## src/rtl/uart_cmd_parser.sv

```systemverilog
// Framed command parser behind a UART receiver: SOF | CMD | DATA_H | DATA_L | CHK -> one valid/ready command.
// Define UART_CMD_TIMEOUT_EN to build the inter-byte timeout; otherwise o_err_timeout is tied low.
module uart_cmd_parser #(
  parameter logic [7:0] SOF_BYTE       = 8'h55,
  parameter int         CLOCK_FREQ     = 50_000_000,
  parameter int         TIMEOUT_CYCLES = 104_160
) (
  input  logic        clk,
  input  logic        rst_n,
  input  logic [7:0]  i_rx_data,
  input  logic        i_rx_valid,
  output logic        o_cmd_valid,
  input  logic        i_cmd_ready,
  output logic        o_cmd_wr,
  output logic [6:0]  o_cmd_addr,
  output logic [15:0] o_cmd_wdata,
  output logic        o_err_chk,
  output logic        o_err_overrun,
  output logic        o_err_timeout,
  output logic [2:0]  o_dbg_state
);

  // Command port: o_cmd_valid is held with o_cmd_* stable until the cycle where
  // o_cmd_valid && i_cmd_ready; the command is consumed at that clock edge.
  typedef enum logic [2:0] {
    S_HUNT  = 3'd0,
    S_CMD   = 3'd1,
    S_DH    = 3'd2,
    S_DL    = 3'd3,
    S_CHK   = 3'd4,
    S_ISSUE = 3'd5
  } state_t;

  if (TIMEOUT_CYCLES < 2 || CLOCK_FREQ < 1) begin : g_param_chk
    $error("uart_cmd_parser: TIMEOUT_CYCLES must be >= 2 and CLOCK_FREQ positive");
  end

  state_t      r_state, w_state_nxt;
  logic [7:0]  r_sum, w_sum_nxt;
  logic        r_wr, w_wr_nxt;
  logic [6:0]  r_addr, w_addr_nxt;
  logic [7:0]  r_dh, w_dh_nxt;
  logic [7:0]  r_dl, w_dl_nxt;
  logic        r_err_chk, w_err_chk_nxt;
  logic        r_err_ovr, w_err_ovr_nxt;
  logic        r_err_tmo, w_err_tmo_nxt;
  logic        w_tmo_hit;

`ifdef UART_CMD_TIMEOUT_EN
  localparam int TW = $clog2(TIMEOUT_CYCLES + 1);
  logic [TW-1:0] r_tmo_cnt;
  logic          w_in_frame;

  assign w_in_frame = (r_state == S_CMD) || (r_state == S_DH) ||
                      (r_state == S_DL)  || (r_state == S_CHK);

  // A byte strobe in the expiry cycle wins: the hit is masked and the counter restarts.
  always_ff @(posedge clk or negedge rst_n) begin
    if (!rst_n)                         r_tmo_cnt <= '0;
    else if (i_rx_valid || !w_in_frame) r_tmo_cnt <= '0;
    else                                r_tmo_cnt <= r_tmo_cnt + TW'(1);
  end

  assign w_tmo_hit = w_in_frame && !i_rx_valid &&
                     (r_tmo_cnt == TW'(TIMEOUT_CYCLES - 1));
`else
  assign w_tmo_hit = 1'b0;
`endif

  always_ff @(posedge clk or negedge rst_n) begin
    if (!rst_n) begin
      r_state   <= S_HUNT;
      r_sum     <= '0;
      r_wr      <= 1'b0;
      r_addr    <= '0;
      r_dh      <= '0;
      r_dl      <= '0;
      r_err_chk <= 1'b0;
      r_err_ovr <= 1'b0;
      r_err_tmo <= 1'b0;
    end else begin
      r_state   <= w_state_nxt;
      r_sum     <= w_sum_nxt;
      r_wr      <= w_wr_nxt;
      r_addr    <= w_addr_nxt;
      r_dh      <= w_dh_nxt;
      r_dl      <= w_dl_nxt;
      r_err_chk <= w_err_chk_nxt;
      r_err_ovr <= w_err_ovr_nxt;
      r_err_tmo <= w_err_tmo_nxt;
    end
  end

  always_comb begin
    w_state_nxt   = r_state;
    w_sum_nxt     = r_sum;
    w_wr_nxt      = r_wr;
    w_addr_nxt    = r_addr;
    w_dh_nxt      = r_dh;
    w_dl_nxt      = r_dl;
    w_err_chk_nxt = 1'b0;
    w_err_ovr_nxt = 1'b0;
    w_err_tmo_nxt = 1'b0;
    case (r_state)
      S_HUNT: begin
        if (i_rx_valid && (i_rx_data == SOF_BYTE)) begin
          w_sum_nxt   = '0;
          w_state_nxt = S_CMD;
        end
      end
      S_CMD: begin
        if (i_rx_valid) begin
          w_wr_nxt    = i_rx_data[7];
          w_addr_nxt  = i_rx_data[6:0];
          w_sum_nxt   = i_rx_data;
          w_state_nxt = S_DH;
        end else if (w_tmo_hit) begin
          w_err_tmo_nxt = 1'b1;
          w_state_nxt   = S_HUNT;
        end
      end
      S_DH: begin
        if (i_rx_valid) begin
          w_dh_nxt    = i_rx_data;
          w_sum_nxt   = r_sum + i_rx_data;
          w_state_nxt = S_DL;
        end else if (w_tmo_hit) begin
          w_err_tmo_nxt = 1'b1;
          w_state_nxt   = S_HUNT;
        end
      end
      S_DL: begin
        if (i_rx_valid) begin
          w_dl_nxt    = i_rx_data;
          w_sum_nxt   = r_sum + i_rx_data;
          w_state_nxt = S_CHK;
        end else if (w_tmo_hit) begin
          w_err_tmo_nxt = 1'b1;
          w_state_nxt   = S_HUNT;
        end
      end
      S_CHK: begin
        // A bad checksum byte is never reconsidered as a start of frame.
        if (i_rx_valid) begin
          if (i_rx_data == r_sum) begin
            w_state_nxt = S_ISSUE;
          end else begin
            w_err_chk_nxt = 1'b1;
            w_state_nxt   = S_HUNT;
          end
        end else if (w_tmo_hit) begin
          w_err_tmo_nxt = 1'b1;
          w_state_nxt   = S_HUNT;
        end
      end
      S_ISSUE: begin
        w_err_ovr_nxt = i_rx_valid;
        if (i_cmd_ready) w_state_nxt = S_HUNT;
      end
      default: w_state_nxt = S_HUNT;
    endcase
  end

  assign o_cmd_valid   = (r_state == S_ISSUE);
  assign o_cmd_wr      = r_wr;
  assign o_cmd_addr    = r_addr;
  assign o_cmd_wdata   = {r_dh, r_dl};
  assign o_err_chk     = r_err_chk;
  assign o_err_overrun = r_err_ovr;
  assign o_err_timeout = r_err_tmo;
  assign o_dbg_state   = r_state;

endmodule

```

## config.mk

```make
export PLATFORM = sky130hd
export DESIGN_NAME = uart_cmd_parser
export DESIGN_NICKNAME = d
export VERILOG_FILES = /design/src/rtl/uart_cmd_parser.sv
export SDC_FILE = /design/constraint.sdc
export NUM_CORES = 1
export LEC_CHECK = 0
export ABC_CLOCK_PERIOD_IN_PS = 3100
export BUFFER_PORTS_ARGS = -buffer_cell sky130_fd_sc_hd__buf_2
export CAP_MARGIN = 20
export CORE_ASPECT_RATIO = 1.1
export CORE_MARGIN = 5
export CORE_UTILIZATION = 45
export CTS_CLUSTER_DIAMETER = 120
export DETAILED_ROUTE_END_ITERATION = 6
export GPL_TIMING_DRIVEN = 0
export PLACE_DENSITY = 0.68
export SYNTH_ARGS = -nofsm -noshare
export SYNTH_HDL_FRONTEND = slang
export SYNTH_SLANG_ARGS = --single-unit
export TNS_END_PERCENT = 30
```

## constraint.sdc

```tcl
create_clock -name clk -period 3.1 [get_ports clk]
set_input_delay 0.465 -clock clk [delete_from_list [all_inputs] [get_ports clk]]
set_output_delay 0.465 -clock clk [all_outputs]
set_load 0.03 [all_outputs]
```

## After elaboration in Yosys (flattened, before gate mapping)

Index checks and enable logic that the tools add are counted.

| storage, ports and cells | value |
|---|---|
| bits in registers | 37 |
| output and inout bits | 31 |

| cells by class | value |
|---|---|
| $add $sub $neg | 1 |
| eq/ne operators | 14 |
| multiplexer cells | 16 |
| reduce and logical (&&, ||, !) cells | 9 |

Operators with widths:

| operator | count |
|---|---|
| $mux 8 | 3 |
| $pmux 8 s3 | 1 |
| $mux 3 | 7 |
| $pmux 3 s6 | 1 |
| $ne 2x2->1 const B | 5 |
| $add 8x8->8 | 1 |
| $eq 8x7->1 const B | 1 |
| $eq 8x8->1 | 1 |
| $eq 3x2->1 const B | 2 |
| $eq 3x3->1 const B | 2 |
| $reduce_and 2->1 | 3 |
| $reduce_and 6->1 | 1 |
| $mux 1 | 4 |
| $ne 2x1->1 const B | 2 |
| $reduce_and 4->1 | 1 |
| $eq 3x1->1 const B | 1 |
| $logic_not 3->1 | 1 |
| $reduce_bool 3->1 | 1 |
| $reduce_or 2->1 | 1 |
| $logic_and 1x1->1 | 1 |

## Depth between registers and ports, before layout

Gate-level depths: netlist (run 1).

| depth | value |
|---|---|
| word-level depth | 4 |
| mapped depth | 7 |

## Least setup slack after synthesis (run 1)

No wires, ideal clock.

| path | value |
|---|---|
| path type | input-to-reg |
| start | input i_rx_data[0] |
| end | register r_sum[6] |
| arrival time | 1.874 ns |
| data required time | 2.970 ns |
| path slack | 1.096 ns |
| stages | 7 |
| path buffers | 0 |
| cell sequence | ha_1 fa_1 a21o_1 a21oi_1 nor3_1 o31ai_1 a21oi_1 |

| on the way | value |
|---|---|
| word-level cells in the longest chain between the ends | 4 |

RTL lines:

| element | line | RTL |
|---|---|---|
| from (decl) | 10 | `input logic [7:0] i_rx_data,` |
| parallel branches: the longest is 4 deep, another holds $add 8x8->8 | n/a |  |
| to (signal assigned) | 83 | `r_sum <= w_sum_nxt;` |
| to (decl) | 39 | `logic [7:0] r_sum, w_sum_nxt;` |

Parallel ways; which one is timed is not known. The select of a mux whose other input is x is not followed.
A chain may end at the register's enable or synchronous reset.

## Final worst setup path (run 1)

| path | value |
|---|---|
| start | register r_sum[0] |
| end | register r_sum[6] |

| on the way | value |
|---|---|
| word-level cells in the longest chain between the ends | 3 |

RTL lines:

| element | line | RTL |
|---|---|---|
| $add 8x8->8 | 125, 135 |  |
| $mux 8 | 123, 133 |  |
| $pmux 8 s3 | 104 | `case (r_state)` |

Every way passes these cells. The select of a mux whose other input is x is not followed.

==> metrics.txt, run 1 <==
final clock skew 6.75 ps; CTS Root Cell clkbuf_8; Warnings, synthesis 0; HP Class in -> async; area grow syn2layout 19.1%; peak per-stage delay on the critical path 410 ps; # diodes 0; last weighted congestion value of the routability-driven placer 0.744; area enclosed by the die boundary 5850 um^2; Post-route DRC 0; GR Layer Usage met2 25.8%; mean post-synth cell area 11.2 um^2; layer carrying the most global-route usage met2; critical path type reg -> reg; register-to-register setup slack 1020 ps; Post-synth top flop dfrtp_1; count of different cell masters after synthesis 49; total setup violations reported at the end of the flow 0; proportion of synthesized chip area in sequential cells 46.5%; die height 79.7 um; unrepaired setup endpoints after global routing false; DRT iter0 DRCs 51; Async SR Flop Fraction 100%; share of the clock period used by the worst path 66.9%; worst-path fanout max 3; total cell area at the placement stage 2260 um^2; total wirelength of the detailed-routed design 4.19 mm; Multi-input gate area 986 um^2; FP Rows 25; initial core utilization 46.4%; Critical Path Sink Type flop; Detailed Place HPWL 3.11 mm; TNS Setup 0 ps; setup slack of the critical path after layout 1020 ps; Arr. time, crit path 2250 ps; most frequent cell on the critical path a21oi_1; Worst R2R End r_sum[6]; Synth Net Count 197; clock tree from TritonCTS built; count of maximum capacitance violations 0; Total Power 2690 uW; Bufs on Longest Clock Path 2; global router's overall resource usage 16.0%; count of placed standard cells including taps 271; via/cell ratio 5.30; startpoint types flop; clock sink total 37; routed wire length per instance 15.0 um; placement-stage worst setup slack 772 ps; Post-Layout Cell Count 279; GRT Residual Overflow 0; Reg2Reg Depth 7; pin count of the biggest net entering global routing 38; result of the run finished clean; CP required 3270 ps; cell count after synthesis 177; Via Count 1,480; Gates resized, CTS repair 0; met1 routing resource usage after global routing 20.9%; worst-case headroom to the max-slew limit 45.5%; Pwr Density 1140 nW/um^2; CP cell instances ha_1 -> fa_1 -> a21o_1 -> a21oi_1 -> nor3_1 -> o31ai_1 -> a21oi_1; net total in the final layout 244; Die X-Extent 73.4 um; first-pass GRT wire length 7.25 mm; count of flip-flops with a built-in enable after synthesis 0; register area 926 um^2; # fillers 386; antenna-violating nets left 0; number of H-tree levels 2; clock-pin transition on the worst setup and hold timing paths 80 ps; worst-skew pair later-pin latency 290 ps; Core Box Area 4290 um^2; register bit total from synthesis 37; number of hold violations in the final report 0; number of global-route vias before repair 1,478; master of the slowest instance on the critical path fa_1; Port Buffers 40; static leakage 0.00113 uW; IR drop worst, VDD 0.577 mV; Synth Cell Area 1990 um^2; count of buffers added by post-CTS timing repair for setup 0; grt met3 use 3.90%; number of buffers inserted during clock tree synthesis 5; fraction of layout instances using a drive strength above 1 36.4%; timing-limited maximum frequency 0.482 GHz; Slew @ Worst Pin 818 ps; number of primary I/O pins 43; initial antenna violation count 0; final critical-path required period 2080 ps; number of hold-repair buffers added at the cts stage 0; reg-to-reg critical path startpoint r_sum[0]; max-slew violation count 0; first-pass iteration count of the detailed router 4; post-route standard cell area excluding fillers 2370 um^2
-- sequential cells by signal, indices dropped and copies added, names as in the netlist --
name	count
o_cmd_addr	7
r_sum	8
o_dbg_state	3
r_dh	8
o_cmd_wr	1
o_err_chk	1
r_dl	8
o_err_overrun	1
-- kinds of logic after synthesis --
logic type	Yosys count	share of synthesized area, %
muxes	25	14.0
buffers and inverters	15	3.90
adders and majority gates	8	5.41
AOI/OAI and AO/OA	41	15.0
xor gates and xnor gates	4	1.76
other	1	0.188
and+or+nand+nor	46	13.3
DFF	37	46.5
-- layout make-up --
class | instances | area share [%]
Multi-Input combinational cell | 125 | 41.6
Sequential cell | 37 | 39.1
Timing Repair Buffer | 40 | 8.45
Clock buffer | 6 | 3.06
Tap cell | 54 | 2.85
Buffer | 9 | 2.32
Clock inverter | 2 | 1.64
Inverter | 6 | 0.951
-- per-stage QoR --
step | hold slack (ps) | util [%]
after floorplan | 169 | -
after CTS | 290 | 55.3
after global routing | 322 | 55.3
after detailed placement | 478 | 52.7
after global placement | 462 | 52.7
final | 264 | 55.3
-- how the worst max path moves through the flow --
stage / slack [ps] / startpoint / end
2_1_floorplan: 1100 / i_rx_data[0] / r_sum[6]
3_3_place_gp: 760 / i_rx_data[0] / r_sum[6]
3_5_place_dp: 770 / i_rx_data[0] / r_sum[6]
4_1_cts: 1010 / r_sum[0] / r_sum[6]
5_1_grt: 870 / r_sum[0] / r_sum[6]
6_report: 1020 / r_sum[0] / r_sum[6]
-- where the power goes --
group	switching (uW)	internal, uW	leakage, uW
registers	110	704	0.000455
clock network	176	242	0.0000554
logic	909	553	0.000616
total	1190	1500	0.00113
-- synthesized netlist by cell type (all sizes together) (2+ instances only) --
master,instances,area (um^2)
mux2,22,248
nand2,13,48.8
nor3,7,51.3
o21ai,13,76.3
o22ai,2,18.8
a21oi,9,48.8
xnor2,2,17.5
nand3,3,15.0
dfrtp,37,926
nor2,6,22.5
mux2i,3,30.0
o21a,2,15.0
buf,8,51.3
a211oi,2,20.0
xor2,2,17.5
inv,6,22.5
nor4b,2,17.5
a21o,2,15.0
nand2b,6,37.5
o41ai,2,32.5
ha,7,87.6
a22oi,4,30.0
nor2b,2,12.5
-- layer usage --
layer  up-vias  routed length (um)
met1       715                1940
met4         0                  58
met5         -                   0
li1        731                   -
met2        28                1990
met3         6                 197
-- critical path: cells and delay by family, from the launching register on --
family                     cells  cell delay, ps
adders and majority gates      2             640
DFF                            1             380
and+or+nand+nor                1             100
AOI/OAI and AO/OA              4             840
-- cells in the final DEF, fill, tap and decap left out, types with 3 or more instances in the layout --
cell type,synthesis,layout
a21oi_1,8,8
a22oi_1,4,4
buf_2,5,45
clkbuf_8,0,5
dfrtp_1,37,37
ha_1,7,7
inv_1,5,5
mux2_1,7,7
mux2_2,15,15
mux2i_1,3,3
nand2_1,13,13
nand2b_1,6,6
nand3_1,3,3
nor2_1,6,6
nor3_1,5,5
o21ai_0,4,4
o21ai_1,6,6
o21ai_2,3,3
Power figures use the tool's default switching activity.
==> run 2, diff against run 1 <==
--- a/config.mk
+++ b/config.mk
@@ -5,7 +5,8 @@
 export SDC_FILE = /design/constraint.sdc
 export NUM_CORES = 1
 export LEC_CHECK = 0
-export ABC_CLOCK_PERIOD_IN_PS = 3100
+export ABC_AREA = 1
+export ABC_CLOCK_PERIOD_IN_PS = 2100
 export BUFFER_PORTS_ARGS = -buffer_cell sky130_fd_sc_hd__buf_2
 export CAP_MARGIN = 20
 export CORE_ASPECT_RATIO = 1.1
==> constraint.sdc (replaced) <==
create_clock -name clk -period 2.1 [get_ports clk]
set_input_delay 0.315 -clock clk [delete_from_list [all_inputs] [get_ports clk]]
set_output_delay 0.315 -clock clk [all_outputs]
set_load 0.03 [all_outputs]
==> metrics.txt, run 2 <==
result of the run finished clean; most common library cells after synthesis 82 x nand2_1, 37 x dfrtp_1, 29 x o21ai_0; number of H-tree levels 2; static leakage 0.00128 uW; internal portion of total power 2060 uW; post-layout util 57.2%; last weighted congestion value of the routability-driven placer 0.878; unrepaired setup endpoints after global routing false; Post-synth top flop dfrtp_1; number of hold violations in the final report 0; reported net switching power 1910 uW; routed wire length per instance 13.1 um; net total in the final layout 313; Via Count 1,791; most frequent cell after synthesis nand2_1; register bit total from synthesis 37; CP required 2310 ps; DRT iter0 DRCs 83; Synth Cell Area 1910 um^2; Core Box Area 4020 um^2; worst-case headroom to the max-slew limit 45.3%; Slew @ Worst Pin 821 ps; fraction of post-synthesis cell area in the top cell type by area 48.4%; antenna-violating nets left 0; total wirelength of the detailed-routed design 4.52 mm; GRT Residual Overflow 0; number of buffers inserted during clock tree synthesis 5; IR drop worst, VDD 0.577 mV; Detailed Place HPWL 3.42 mm; Gates resized, CTS repair 0; largest cells by area after synthesis dfrtp_1 48%, nand2_1 16%, o21ai_0 7.6%; share of power burned in combinational logic 52.7%; first-pass iteration count of the detailed router 4; share of the clock period used by the worst path 81.7%; final critical-path required period 1720 ps; die height 78.4 um; pin count of the biggest net entering global routing 38; mean post-synth cell area 7.80 um^2; initial core utilization 47.5%; Die X-Extent 72.1 um; proportion of power drawn by flip-flops and latches 31.0%; Bufs on Longest Clock Path 2; largest area contributor in the synthesized netlist dfrtp_1; global router's overall resource usage 17.3%; Synth Net Count 265; area enclosed by the die boundary 5650 um^2; switching power share of the total 48.2%; startpoint types flop; FP Rows 24; post-route standard cell area excluding fillers 2300 um^2; Pwr Density 1720 nW/um^2; Post-route DRC 0; clock network power share 16.3%; critical path type reg -> reg; count of flip-flops with a built-in enable after synthesis 0; Critical Path Sink Type flop; via/cell ratio 5.18; Post-Layout Cell Count 346; number of primary I/O pins 43; fraction of layout instances using a drive strength above 1 20.4%; cell count after synthesis 245; Arr. time, crit path 1930 ps; worst-skew pair later-pin latency 290 ps; initial antenna violation count 0; count of maximum capacitance violations 0; biggest regs r_dh x8, r_dl x8, r_sum x8; Warnings, synthesis 0; commonest non-fill, non-tap cell in the layout nand2_1; clock tree from TritonCTS built; final clock skew 3.15 ps; max-slew violation count 0; area grow syn2layout 20.4%; total cell area at the placement stage 2180 um^2; total setup violations reported at the end of the flow 0; count of buffers added by post-CTS timing repair for setup 0; count of different cell masters after synthesis 25; CTS Root Cell clkbuf_8; clock sink total 37; # fillers 391; first-pass GRT wire length 7.80 mm; commonest non-fill, non-tap cells in the layout 82 x nand2_1, 43 x buf_2, 37 x dfrtp_1; number of global-route vias before repair 1,724; TNS Setup 0 ps; Async SR Flop Fraction 100%; count of placed standard cells including taps 338; timing-limited maximum frequency 0.583 GHz; # diodes 0; number of hold-repair buffers added at the cts stage 0; Port Buffers 41; worst-path fanout max 3; HP Class in -> async; clock-pin transition on the worst setup and hold timing paths 80 ps; proportion of synthesized chip area in sequential cells 48.4%
==> run 2: cell count changes in the layout (fill, tap and decap cells not counted), sizes merged, moves of 5 or more <==
| cell | delta |
|---|---|
| nor2 | +12 |
| nand2 | +71 |
| inv | +19 |
| nor3 | -5 |
| nand2b | -6 |
| o21ai | +17 |
| nand3 | +15 |
| mux2 | -22 |
==> run 2: worst paths after layout <==
path	from	to	slack (ps)	cells after the start
min reg2reg	o_cmd_addr[1]	o_cmd_addr[1]	490	2
max	r_sum[0]	r_sum[6]	380	9
max in group asynchronous	rst_n	o_cmd_addr[5]	1460	1
min	rst_n	o_err_chk	120	1
max reg2reg	r_sum[0]	r_sum[6]	380	9
min in group clk	i_rx_valid	o_err_chk	310	3
==> run 2: cells by family (layout without fill, tap and decap cells) <==
family	after synthesis	after routing	synth area share, %
adders and majority gates	8	8	5.63
and+or+nand+nor	128	128	28.0
AOI/OAI and AO/OA	40	40	10.5
xor gates and xnor gates	1	1	0.458
other	1	1	0.196
buffers and inverters	30	79	6.74
DFF	37	37	48.4
==> run 2: critical path: stages (launching register included) <==
cell	delay, ps
dfrtp_1	390
ha_1	220
fa_1	380
nand2_1	100
nand2_1	90
nand3b_1	120
nand2_1	60
nand2_1	50
nand3_1	70
a21oi_1	150
==> run 2: metrics by stage <==
| step | hold slack (ps) | setup WS (ps) | total power, uW |
|---|---|---|---|
| after floorplan | 19.4 | 114 | 2760 |
| after global routing | 185 | 255 | 4320 |
| after detailed placement | 470 | 320 | 3340 |
| after CTS | 146 | 400 | 3990 |
| after global placement | 462 | 387 | 3290 |
| final | 115 | 384 | 3970 |
==> run 2: area by class of cell <==
type                       instances  area [um^2]  area share (%)
tap                               52         65.1            2.83
timing repair buffer              41          205            8.91
clock inverter                     2         37.5            1.63
clock buffer                       6         82.6            3.59
sequential                        37          926            40.2
buffer                             5         35.0            1.52
multi-input combinational        178          857            37.2
inverter                          25         93.8            4.08
==> run 2: power groups by stage <==
stage	Combinational, uW	Clock (uW)	Sequential (uW)
CTS	2100	660	1230
finish	2090	646	1230
global placement	2060	0	1230
detailed placement	2100	0	1240
global route	2350	695	1280
floorplan	1030	0	1720
==> run 2: routing by layer <==
| layer | GRT usage, % | wire [um] | up-vias |
|---|---|---|---|
| met5 | 0 | 0 | - |
| met2 | 28.1 | 2080 | 57 |
| met3 | 3.83 | 295 | 11 |
| met4 | 6.95 | 110 | 0 |
| li1 | - | - | 878 |
| met1 | 22.3 | 2040 | 845 |
==> run 3, diff against run 2 <==
--- a/config.mk
+++ b/config.mk
@@ -6,7 +6,7 @@
 export NUM_CORES = 1
 export LEC_CHECK = 0
 export ABC_AREA = 1
-export ABC_CLOCK_PERIOD_IN_PS = 2100
+export ABC_CLOCK_PERIOD_IN_PS = 1600
 export BUFFER_PORTS_ARGS = -buffer_cell sky130_fd_sc_hd__buf_2
 export CAP_MARGIN = 20
 export CORE_ASPECT_RATIO = 1.1
==> constraint.sdc (replaced) <==
create_clock -name clk -period 1.6 [get_ports clk]
set_input_delay 0.24 -clock clk [delete_from_list [all_inputs] [get_ports clk]]
set_output_delay 0.24 -clock clk [all_outputs]
set_load 0.03 [all_outputs]
==> metrics.txt, run 3 (same netlist as run 2, synthesis figures left out) <==
Total Power 5140 uW; peak per-stage delay on the critical path 420 ps; die height 78.4 um; net total in the final layout 317; Slew @ Worst Pin 799 ps; DRT iter0 DRCs 104; number of H-tree levels 2; clock-pin transition on the worst setup and hold timing paths 80 ps; cell family with the largest share of critical-path delay adder cells; Post-route DRC 0; CP required 1820 ps; final clock skew 7.38 ps; result of the run finished clean; area grow syn2layout 24.1%; number of global-route vias before repair 1,613; # diodes 0; startpoint types flop; Critical Path Sink Type flop; TNS Setup 0 ps; last weighted congestion value of the routability-driven placer 0.886; timing-limited maximum frequency 0.643 GHz; max-slew violation count 0; number of primary I/O pins 43; Die X-Extent 72.1 um; Core Box Area 4020 um^2; count of maximum capacitance violations 0; total wirelength of the detailed-routed design 4.34 mm; Detailed Place HPWL 3.32 mm; via/cell ratio 5.03; count of placed standard cells including taps 338; CP cell instances ha_4 -> fa_2 -> nand2_2 -> nand2_2 -> nand3b_1 -> nand2_1 -> nand2_1 -> nand3_2 -> a21oi_2; final critical-path required period 1560 ps; worst-skew pair later-pin latency 290 ps; Arr. time, crit path 1780 ps; commonest non-fill, non-tap cells in the layout 78 x nand2_1, 43 x buf_2, 37 x dfrtp_1; first-pass GRT wire length 7.45 mm; worst-path fanout max 3; initial core utilization 47.5%; clock sink total 37; Pwr Density 2170 nW/um^2; Via Count 1,759; Post-Layout Cell Count 350; fraction of layout instances using a drive strength above 1 26.5%; share of the clock period used by the worst path 97.2%; placement-stage worst setup slack -58.3 ps; area enclosed by the die boundary 5650 um^2; antenna-violating nets left 0; number of hold violations in the final report 0; commonest non-fill, non-tap cell in the layout nand2_1; initial antenna violation count 0; master of the slowest instance on the critical path dfrtp_1; pin count of the biggest net entering global routing 38; biggest regs r_dh x8, r_dl x8, r_sum x8; GRT Residual Overflow 0; setup slack of the critical path after layout 44.0 ps; IR drop worst, VDD 0.826 mV; static leakage 0.00129 uW; total setup violations reported at the end of the flow 0; CTS Root Cell clkbuf_8; worst-case headroom to the max-slew limit 46.7%; Bufs on Longest Clock Path 2; Port Buffers 41; clock tree from TritonCTS built; Buf+Inv Stages, Crit Path 0; number of buffers inserted during clock tree synthesis 5; global router's overall resource usage 16.7%; unrepaired setup endpoints after global routing true; critical path type reg -> reg; FP Rows 24; HP Class in -> async; first-pass iteration count of the detailed router 4; routed wire length per instance 12.4 um
-- run 3: repair_timing --
action | 4_1_cts | 5_1_grt
hold endpoints to repair | 0 | 0
buffers inserted | 2 | 2
pin swaps | 5 | 5
hold buffers | 0 | 0
resized for setup | 4 | 14
endpoints found under the setup margin | 4 | 28
-- run 3: layout make-up --
type,count,area [um^2]
fill,389,1650
multi-input combinational,178,931
sequential,37,926
timing repair buffer,45,235
inverter,25,93.8
clock buffer,5,68.8
tap,52,65.1
buffer,5,35.0
clock inverter,3,17.5
-- run 3: worst reg2reg max path, cell delays in order (launching register included) --
cell and delay (ps):
dfrtp_1 420, ha_4 180, fa_2 330, nand2_2 80
nand2_2 70, nand3b_1 100, nand2_1 60, nand2_1 70
nand3_2 60, a21oi_2 120
-- run 3: power breakdown --
part	internal [uW]	switching, uW
Clock	300	333
Combinational	909	1980
Sequential	1360	256
-- run 3: layer usage --
metal | wire, um | global-route usage, %
met3 | 266 | 4.09
met1 | 2000 | 21.9
met4 | 93 | 6.39
met5 | 0 | 0
met2 | 1980 | 26.5
-- run 3: final timing paths --
path | from | end | slack [ps] | cells after the start
setup / recovery | r_sum[0] | r_sum[6] | 40 | 9
hold / removal | rst_n | r_sum[5] | 30 | 1
setup reg to reg | r_sum[0] | r_sum[6] | 40 | 9
hold reg to reg | r_dl[7] | r_dl[7] | 480 | 2
max in group asynchronous | rst_n | r_sum[2] | 1060 | 1
min in group clk | i_rx_valid | o_err_chk | 260 | 3
-- run 3: stage by stage --
stage	util [%]	hold WS, ps	cell area [um^2]
finish	59.0	34.3	2370
global route	59.0	118	2370
CTS	57.3	66.7	2300
detailed placement	54.5	390	2190
global placement	54.5	390	2190
floorplan	-	-55.6	1920
